`src/rtl/oled_pkg.sv`:
```
// Shared types and constants for the OLED SPI engine and its byte FIFO.
package oled_pkg;

  typedef enum logic [2:0] {
    StResLow,
    StResWait,
    StIdle,
    StLoad,
    StShift,
    StHold
  } oled_state_e;

  // FIFO entry layout is {dc, data[7:0]}.
  localparam int unsigned EntryW = 9;

  // SPI mode 3: SCLK rests high between frames.
  localparam logic SclkIdle = 1'b1;

  function automatic int unsigned max3(input int unsigned a, input int unsigned b,
                                       input int unsigned c);
    int unsigned m;
    m = (a > b) ? a : b;
    return (m > c) ? m : c;
  endfunction

endpackage

```
`src/rtl/oled_byte_fifo.sv`:
```
// Synchronous FIFO holding {dc, data} entries; pointers reset asynchronously, storage does not.
module oled_byte_fifo
  import oled_pkg::*;
#(
  parameter int unsigned Width = EntryW,
  parameter int unsigned Depth = 16,
  localparam int unsigned AddrW = $clog2(Depth),
  localparam int unsigned LevelW = AddrW + 1
) (
  input  logic              clk_i,
  input  logic              rst_i,
  input  logic              push_i,
  input  logic [Width-1:0]  wdata_i,
  input  logic              pop_i,
  output logic [Width-1:0]  rdata_o,
  output logic              full_o,
  output logic              empty_o,
  output logic [LevelW-1:0] level_o
);

  logic [Width-1:0]  mem_q [Depth];
  // Pointers carry one extra wrap bit so full and empty stay distinguishable.
  logic [LevelW-1:0] wptr_q, rptr_q;
  logic              do_push, do_pop;

  assign level_o = wptr_q - rptr_q;
  assign full_o  = (level_o == LevelW'(Depth));
  assign empty_o = (wptr_q == rptr_q);
  assign do_push = push_i && !full_o;
  assign do_pop  = pop_i && !empty_o;
  assign rdata_o = mem_q[rptr_q[AddrW-1:0]];

  always_ff @(posedge clk_i or posedge rst_i) begin
    if (rst_i) begin
      wptr_q <= '0;
      rptr_q <= '0;
    end else begin
      if (do_push) wptr_q <= wptr_q + LevelW'(1);
      if (do_pop)  rptr_q <= rptr_q + LevelW'(1);
    end
  end

  always_ff @(posedge clk_i) begin
    if (do_push) mem_q[wptr_q[AddrW-1:0]] <= wdata_i;
  end

endmodule

```
`src/rtl/oled_spi_engine.sv`:
```
// OLED panel driver: reset sequencing, byte FIFO and MSB-first SPI mode-3 serialiser.
// Define OLED_SPI_3WIRE_EN for 9-bit 3-wire frames (DC bit first, OLED_DCb held low).
module oled_spi_engine
  import oled_pkg::*;
#(
  parameter int unsigned CLK_DIV         = 4,
  parameter int unsigned RES_LOW_CYCLES  = 1000,
  parameter int unsigned RES_WAIT_CYCLES = 10000,
  parameter int unsigned FIFO_DEPTH      = 16,
  localparam int unsigned LevelW = $clog2(FIFO_DEPTH) + 1
) (
  input  logic              clk,
  input  logic              rst,
  input  logic              in_valid,
  output logic              in_ready,
  input  logic [7:0]        in_data,
  input  logic              in_dc,
  input  logic              reinit,
  output logic              init_done,
  output logic              busy,
  output logic [LevelW-1:0] level,
  output logic              OLED_RESb,
  output logic              OLED_CSb,
  output logic              OLED_DCb,
  output logic              OLED_SDIN,
  output logic              OLED_SCLK
);

`ifdef OLED_SPI_3WIRE_EN
  localparam int unsigned NumBits = 9;
`else
  localparam int unsigned NumBits = 8;
`endif

  localparam int unsigned CntW = $clog2(max3(CLK_DIV, RES_LOW_CYCLES, RES_WAIT_CYCLES) + 1);
  localparam logic [CntW-1:0] LowLast  = CntW'(RES_LOW_CYCLES - 1);
  localparam logic [CntW-1:0] WaitLast = CntW'(RES_WAIT_CYCLES - 1);
  localparam logic [CntW-1:0] DivLast  = CntW'(CLK_DIV - 1);
  localparam logic [3:0]      BitLast  = 4'(NumBits - 1);

  oled_state_e       state_q, state_d;
  logic [CntW-1:0]   cnt_q, cnt_d;
  logic [3:0]        bit_q, bit_d;
  logic [EntryW-1:0] sh_q, sh_d;
  logic              sclk_q, sclk_d;
  logic              csb_q, csb_d;
  logic              dcb_q, dcb_d;
  logic              resb_q, resb_d;
  logic              done_q, done_d;
  logic              pend_q, pend_d;

  logic              load, reinit_any;
  logic              fifo_full, fifo_empty;
  logic [EntryW-1:0] fifo_rdata;
  logic [EntryW-1:0] frame;
  logic              frame_dc;

  oled_byte_fifo #(
    .Width(EntryW),
    .Depth(FIFO_DEPTH)
  ) u_fifo (
    .clk_i  (clk),
    .rst_i  (rst),
    .push_i (in_valid && in_ready),
    .wdata_i({in_dc, in_data}),
    .pop_i  (load),
    .rdata_o(fifo_rdata),
    .full_o (fifo_full),
    .empty_o(fifo_empty),
    .level_o(level)
  );

  // The shift register is always MSB-aligned so OLED_SDIN is simply its top bit.
`ifdef OLED_SPI_3WIRE_EN
  assign frame    = fifo_rdata;
  assign frame_dc = 1'b0;
`else
  assign frame    = {fifo_rdata[7:0], 1'b0};
  assign frame_dc = fifo_rdata[8];
`endif

  assign reinit_any = reinit || pend_q;

  always_comb begin
    state_d = state_q;
    cnt_d   = cnt_q;
    bit_d   = bit_q;
    sh_d    = sh_q;
    sclk_d  = sclk_q;
    csb_d   = csb_q;
    dcb_d   = dcb_q;
    pend_d  = pend_q | reinit;
    load    = 1'b0;

    unique case (state_q)
      StResLow: begin
        if (reinit) begin
          cnt_d = '0;
        end else if (cnt_q == LowLast) begin
          state_d = StResWait;
          cnt_d   = '0;
        end else begin
          cnt_d = cnt_q + CntW'(1);
        end
      end
      StResWait: begin
        if (reinit) begin
          state_d = StResLow;
          cnt_d   = '0;
        end else if (cnt_q == WaitLast) begin
          state_d = StIdle;
          cnt_d   = '0;
        end else begin
          cnt_d = cnt_q + CntW'(1);
        end
      end
      StIdle: begin
        if (reinit_any) begin
          state_d = StResLow;
          cnt_d   = '0;
        end else if (!fifo_empty) begin
          load = 1'b1;
        end
      end
      StLoad: begin
        state_d = StShift;
        cnt_d   = '0;
        bit_d   = BitLast;
        sclk_d  = 1'b0;
      end
      StShift: begin
        if (cnt_q != DivLast) begin
          cnt_d = cnt_q + CntW'(1);
        end else begin
          cnt_d = '0;
          if (!sclk_q) begin
            sclk_d = 1'b1;
          end else if (bit_q != 4'd0) begin
            bit_d  = bit_q - 4'd1;
            sclk_d = 1'b0;
            sh_d   = {sh_q[EntryW-2:0], 1'b0};
          end else if (!reinit_any && !fifo_empty) begin
            load = 1'b1;
          end else begin
            state_d = StHold;
          end
        end
      end
      StHold: begin
        if (cnt_q != DivLast) begin
          cnt_d = cnt_q + CntW'(1);
        end else begin
          cnt_d   = '0;
          csb_d   = 1'b1;
          state_d = reinit_any ? StResLow : StIdle;
        end
      end
      default: begin
        state_d = StResLow;
        cnt_d   = '0;
        csb_d   = 1'b1;
        sclk_d  = SclkIdle;
      end
    endcase

    // Pop and present the head entry on the edge that enters LOAD.
    if (load) begin
      state_d = StLoad;
      csb_d   = 1'b0;
      sh_d    = frame;
      dcb_d   = frame_dc;
    end

    if (state_d == StResLow) pend_d = 1'b0;
  end

  assign resb_d = (state_d != StResLow);
  assign done_d = !(state_d inside {StResLow, StResWait});

  always_ff @(posedge clk or posedge rst) begin
    if (rst) begin
      state_q <= StResLow;
      cnt_q   <= '0;
      bit_q   <= '0;
      sh_q    <= '0;
      sclk_q  <= SclkIdle;
      csb_q   <= 1'b1;
      dcb_q   <= 1'b0;
      resb_q  <= 1'b0;
      done_q  <= 1'b0;
      pend_q  <= 1'b0;
    end else begin
      state_q <= state_d;
      cnt_q   <= cnt_d;
      bit_q   <= bit_d;
      sh_q    <= sh_d;
      sclk_q  <= sclk_d;
      csb_q   <= csb_d;
      dcb_q   <= dcb_d;
      resb_q  <= resb_d;
      done_q  <= done_d;
      pend_q  <= pend_d;
    end
  end

  assign in_ready  = !fifo_full;
  assign busy      = (state_q != StIdle) || !fifo_empty;
  assign init_done = done_q;
  assign OLED_RESb = resb_q;
  assign OLED_CSb  = csb_q;
  assign OLED_DCb  = dcb_q;
  assign OLED_SDIN = sh_q[EntryW-1];
  assign OLED_SCLK = sclk_q;

endmodule
```
`config.mk`:
```
export PLATFORM = sky130hd
export DESIGN_NAME = oled_spi_engine
export DESIGN_NICKNAME = d
export VERILOG_FILES = /design/src/rtl/oled_pkg.sv /design/src/rtl/oled_byte_fifo.sv /design/src/rtl/oled_spi_engine.sv
export SDC_FILE = /design/constraint.sdc
export NUM_CORES = 1
export LEC_CHECK = 0
export CAP_MARGIN = 10
export CORE_MARGIN = 2
export CORE_UTILIZATION = 55
export CTS_CLUSTER_SIZE = 12
export DETAILED_ROUTE_END_ITERATION = 8
export MAX_ROUTING_LAYER = met4
export PLACE_DENSITY = 0.84
export SYNTH_ARGS = -nofsm -noshare
export SYNTH_HDL_FRONTEND = slang
export SYNTH_HIERARCHICAL = 1
export SYNTH_SLANG_ARGS = --single-unit
```
`constraint.sdc`:
```
create_clock -name clk -period 7.6 [get_ports clk]
set_input_delay 1.52 -clock clk [delete_from_list [all_inputs] [get_ports clk]]
set_output_delay 1.52 -clock clk [all_outputs]
set_load 0.02 [all_outputs]
```
# Word-level counts from Yosys, hierarchy flattened
# Memory sizes are Yosys's and may differ from the RTL's.
# Cells that the tools add are included.
[classes]
add_sub_neg = 5
eq_ne = 19
mux = 46
bitwise_logic = 2
n_reduce_logical = 26
[op_table]
columns = ["cell", "n"]
rows = [
  ["$mux W14", 6],
  ["$pmux W14 S4", 1],
  ["$mux W9", 5],
  ["$mux W3", 11],
  ["$pmux W3 S6", 1],
  ["$add A14 B1 Y14 const B", 1],
  ["$eq A14 B10 Y1 const B", 1],
  ["$eq A14 B14 Y1 const B", 1],
  ["$mux W1", 14],
  ["$ne A14 B2 Y1 const B", 1],
  ["$mux W4", 3],
  ["$add A5 B1 Y5 const B", 2],
  ["$reduce_bool A2 Y1", 5],
  ["$ne A2 B2 Y1 const B", 4],
  ["$pmux W4 S2", 1],
  ["$reduce_and A4 Y1", 2],
  ["$eq A3 B1 Y1 const B", 2],
  ["$eq A3 B2 Y1 const B", 2],
  ["$eq A3 B3 Y1 const B", 2],
  ["$logic_not A3 Y1", 2],
  ["$ne A3 B2 Y1 const B", 2],
  ["$eq A5 B5 Y1", 1],
  ["$eq A5 B5 Y1 const B", 1],
  ["$reduce_or A5 Y1", 1],
  ["other kinds (16)", 26],
]
[word_totals]
ff_bits = 46
mem_bits_rw = 144
input_bits = 13
out_inout_bits = 13
elab_cells = 111
mem_count = 1
[mem_list]
columns = ["memory", "words", "word_bits", "read_ports", "rd_ports_with_merged_regs", "write_ports", "line_no", "text"]
rows = [
  ["u_fifo.mem_q", 16, 9, 1, 0, 1, "oled_byte_fifo.sv:21", "logic [Width-1:0] mem_q [Depth];"],
]

# Logic depth before layout (Yosys ltp)
[depth]
depth_word = 12
ltp_mapped = 15
mapped_depth_nobuf = 12

# Modules after synthesis
# The synthesis kept the hierarchy.
[modules_own_cells]
columns = ["mod", "instances", "cells_per_inst", "area_each_um2", "seq_area_each_um2"]
rows = [
  ["oled_byte_fifo", 1, 337, 6243.5, 4574.4],
  ["oled_spi_engine", 1, 210, 1955.6, 878.3],
]

# Worst setup path before layout
# OpenSTA, ideal clock, no wires.
[synth_path]
kind = "reg2out"
start = "reg u_fifo.rptr_q[1]"
end = "out in_ready"
t_arrival_ps = 2370
required_ps = 6080
setup_slack_ps = 3710
path_stages_with_launch = 10
path_buffers = 2
cell_sequence = "dfrtp_1 -> clkbuf_1 -> inv_1 -> clkbuf_1 -> fa_1 -> xor2_1 -> nor3_1 -> o2111ai_4 -> inv_4 -> inv_1"
[synth_via]
elab_chain_len = 3
[synth_lines]
columns = ["element", "line_no", "text"]
rows = [
  ["start: declaration", "oled_byte_fifo.sv:23", "logic [LevelW-1:0] wptr_q, rptr_q;"],
  ["start signal: assignment", "oled_byte_fifo.sv:39", "if (do_pop) rptr_q <= rptr_q + LevelW'(1);"],
  ["$sub A5 B5 Y5", "oled_byte_fifo.sv:26", "assign level_o = wptr_q - rptr_q;"],
  ["named net level[2]", "oled_spi_engine.sv:21", "output logic [LevelW-1:0] level,"],
  ["$eq A5 B5 Y1", "oled_byte_fifo.sv:27", "assign full_o = (level_o == LevelW'(Depth));"],
  ["named net fifo_full", "oled_spi_engine.sv:53", "logic fifo_full, fifo_empty;"],
  ["$logic_not A1 Y1", "oled_spi_engine.sv:206", "assign in_ready = !fifo_full;"],
  ["end: declaration", "oled_spi_engine.sv:15", "output logic in_ready,"],
]
# The timed path passes the listed nets, and every way through them passes these cells.

# Final worst setup path
[layout_path]
start = "reg u_fifo.rptr_q[2]"
end = "out busy"
[layout_via]
elab_chain_len = 3
[layout_lines]
columns = ["element", "line_no", "text"]
rows = [
  ["$eq A5 B5 Y1", "oled_byte_fifo.sv:28", "assign empty_o = (wptr_q == rptr_q);"],
  ["named net fifo_empty", "oled_spi_engine.sv:53", ""],
  ["$logic_not A1 Y1", "oled_spi_engine.sv:207", "assign busy = (state_q != StIdle) || !fifo_empty;"],
  ["$logic_or A1 B1 Y1", "oled_spi_engine.sv:207", ""],
  ["end: declaration", "oled_spi_engine.sv:20", "output logic busy,"],
]
# The timed path passes the listed nets, and every way through them passes these cells.

==> impl_metrics.csv <==
group,metric,value,unit
clock_network,clockBufferDepth,2,
timing,whs,502,ps
setup_path,crit_family,"buffers and inverters",
detailed_routing,vias,4872,
timing,fin_skew,8.71,ps
yosys,synth_top_area_share,52.7,%
setup_path,ff2ff_path_depth,10,
finish,area_delta_synth_final,12.5,%
timing,maxSlewHeadroom,36.4,%
die,fp.dieW,126,um
finish,fin_nets,602,
yosys,synth_common_cells,"edfxtp_1 (144), nand2_1 (67), dfrtp_1 (43)",
global_routing,grt_pass1_vias,4789,
yosys,yosysWarningCount,6,
yosys,yosys-top-cells-area,"edfxtp_1 (53%), dfrtp_1 (13%), mux4_2 (9.9%), nand2_1 (3.1%), ha_1 (1.8%)",
setup_path,critPathKind,"flip-flop to primary output",
setup_path,critPathMaxStageDelay,630,ps
pwr,p_int,2.14,mW
worst_hold_path,hp-start,"u_fifo/wptr_q[4]",
yosys,seq_area_frac_synth,66.5,%
die,die_h,126,um
detailed_routing,wl_per_cell,22.4,um
clock_network,ctsHoldBuffers,0,
clock_network,htreeDepth,4,
placement,hpwl,10800,um
setup_path,rr_startpoint,"u_fifo/rptr_q[2]",
yosys,synth_cell_types,59,
die,die-area,0.0159,mm2
setup_path,crit_slowest_cell,"or4b_2",
pwr,power_density,342,mW/mm2
yosys,synth_area_leader_cell,"edfxtp_1",
yosys,synth_nets,573,
detailed_routing,viasPerCell,6.29,
timing,fin_ws,2480,ps
timing,setup_tns,0,ps
clock_network,clock_latency,430,ps
setup_path,cp.required,6080,ps
timing,rsz0062_at_grt,"false",
pwr,p_sw,1.02,mW
pwr,power.total,3.16,mW
die,coreArea,0.0145,mm2
pwr,swShare,32.3,%
setup_path,cp-start-kind,"flip-flop",
setup_path,r2r_setup_slack,3280,ps
yosys,yosysMostFrequentCell,"edfxtp_1",
clock_network,cts_sinks,189,
detailed_routing,ant_nets,0,
yosys,synth-edff-count,144,
global_routing,antenna_found_initial,1,
clock_network,cts_buffers,17,
pwr,pwr-share-comb,28.8,%
yosys,ys_ff_latch,189,
run_status,status,"finished clean",
pwr,ir_worst_vdd,0.183,mV
setup_path,arrival,3600,ps
pwr,power_frac_seq,43.3,%
global_routing,grt_overflow,0,
clock_network,root_buffer,"clkbuf_16",
timing,fin_crit,5120,ps
yosys,syn_inst,547,
placement,place_ws,2950,ps
worst_hold_path,hp-class,"flip-flop to flip-flop",
setup_path,cp.buffers_inverters,3,
global_routing,grt_pass1_wl,26900,um
detailed_routing,drt_first_pass_iters,5,
global_routing,grt_max_degree,41,
yosys,async_flop_share,23.8,%
yosys,syn_area,0.00820,mm2
setup_path,r2r_end,"u_fifo/mem_q[13][5]",
placement,io_buffer_count,25,
timing,setup_viol,0,
die,initial_utilization,56.4,%
clock_network,cts_setup_buffers,0,
flow_run,cap_violations,0,
timing,period_share,67.4,%
setup_path,cp_cell_sequence,"buf_4, clkinv_1, ha_1, nand4_1, nor2_1, or4b_2, clkdlybuf4s50_1",
timing,tightest_slew,951,ps
clock_network,cts_resized,0,
placement,placed_area,0.00862,mm2
clock_network,cts_tree,"built",
clock_network,clk_pin_slew,70,ps
timing,max_freq,195,MHz
timing,final_max_slew_viol_count,0,
finish,postLayoutCellArea,0.00922,mm2
placement,gp_congestion,0.935,
pwr,clockPowerShare,27.9,%
setup_path,end_kind,"primary output",
worst_hold_path,hold_end,"u_fifo/wptr_q[4]",
detailed_routing,drc_errors,0,
detailed_routing,drt_wl_total,17300,um
yosys,post_synth.cell_area_avg,15.0,um2
setup_path,crit_fanout,31,
yosys,ys.flop_type,"edfxtp_1",
die,io_pins,26,
timing,finalHoldViolations,0,
die,rows,44,
finish,drive_gt1_share,15.1,%
detailed_routing,drt_iter0_markers,590,
pwr,leakagePower,3.21,nW
worst_hold_path,worstHoldPathCells,1,
global_routing,grt_use_total,23.3,%
[cell type report]
type | count | area (um2)
diodes | 1 | 2.50
clock inverters | 15 | 160
well taps | 184 | 230
inverters | 20 | 77.6
repair buffers | 32 | 303
fillers | 988 | 5310
clock buffers | 17 | 425
multi-input cells | 316 | 2570
flip-flops and latches | 189 | 5450
[sequential cells by signal, summed over array words and instances, names as in the netlist]
signal,flops
u_fifo/wptr_q,5
cnt_q,14
state_q,3
OLED_RESb,1
init_done,1
OLED_CSb,1
u_fifo/rptr_q,5
OLED_DCb,1
pend_q,1
OLED_SCLK,1
sh_q,8
u_fifo/mem_q,144
bit_q,4
[cells by family (layout without fill, tap and decap cells)]
family / Yosys count / after routing / synth area share (%)
mux: 44 / 44 / 10.9
fa+ha+maj: 13 / 13 / 2.08
flops: 189 / 189 / 66.5
compound gates: 51 / 51 / 4.21
other cells: 0 / 1 / 0
xor+xnor: 20 / 20 / 2.14
buf+inv: 42 / 84 / 2.23
simple gates: 188 / 188 / 12.0
[metrics by stage]
| step | util, % | cells |
|---|---|---|
| CTS | 63.3 | 772 |
| finish | 63.4 | 774 |
| floorplan | - | 547 |
| global placement | 59.3 | 739 |
| detailed placement | 59.3 | 740 |
| global route | 63.4 | 774 |
[worst register-to-register path: stages (launching register included)]
cell and delay, ps:
dfrtp_1 320, buf_4 380, clkinv_1 390, ha_1 460
a21oi_1 230, a21boi_1 150, o2111ai_4 330, inv_4 80
nor2b_1 420, nand3_1 370, nor2_1 820
[worst max-delay path by stage]
stage,from,endpoint,slack (ps),cells after the start
after floorplan,u_fifo/rptr_q[1],in_ready,3710,9
after global placement,u_fifo/rptr_q[0],in_ready,3010,10
after detailed placement,u_fifo/rptr_q[0],in_ready,2950,10
after CTS,u_fifo/rptr_q[0],in_ready,2470,10
after global routing,u_fifo/rptr_q[0],in_ready,2300,10
final,u_fifo/rptr_q[2],busy,2480,7
[cells in the final DEF (no fill, tap or decap), types with 7 or more instances in the layout]
cell type,count
a31oi_1,11
mux2i_1,8
xnor2_1,11
nand4_1,7
and3_1,12
ha_1,12
nand2_1,67
nor2_1,36
clkbuf_16,17
nor3_1,11
o21ai_0,9
dfrtp_1,42
mux4_2,36
nand3_1,14
inv_1,17
xor2_1,9
clkdlybuf4s50_1,25
edfxtp_1,144
[power by group through the flow]
stage / clock, mW / combinational [mW] / sequential [mW]
after global placement: 0 / 0.861 / 1.37
after floorplan: 0 / 0.642 / 1.35
after global routing: 0.931 / 0.981 / 1.38
after CTS: 0.894 / 0.905 / 1.36
after detailed placement: 0 / 0.896 / 1.38
final: 0.880 / 0.908 / 1.37
[layer usage]
metal	vias up	track usage [%]	routed length (um)
li1	2131	-	-
met2	229	36.6	8640
met3	24	6.63	1510
met5	-	-	0
met4	0	5.95	267
met1	2488	30.4	6900
(Power assumes the default switching activity.)
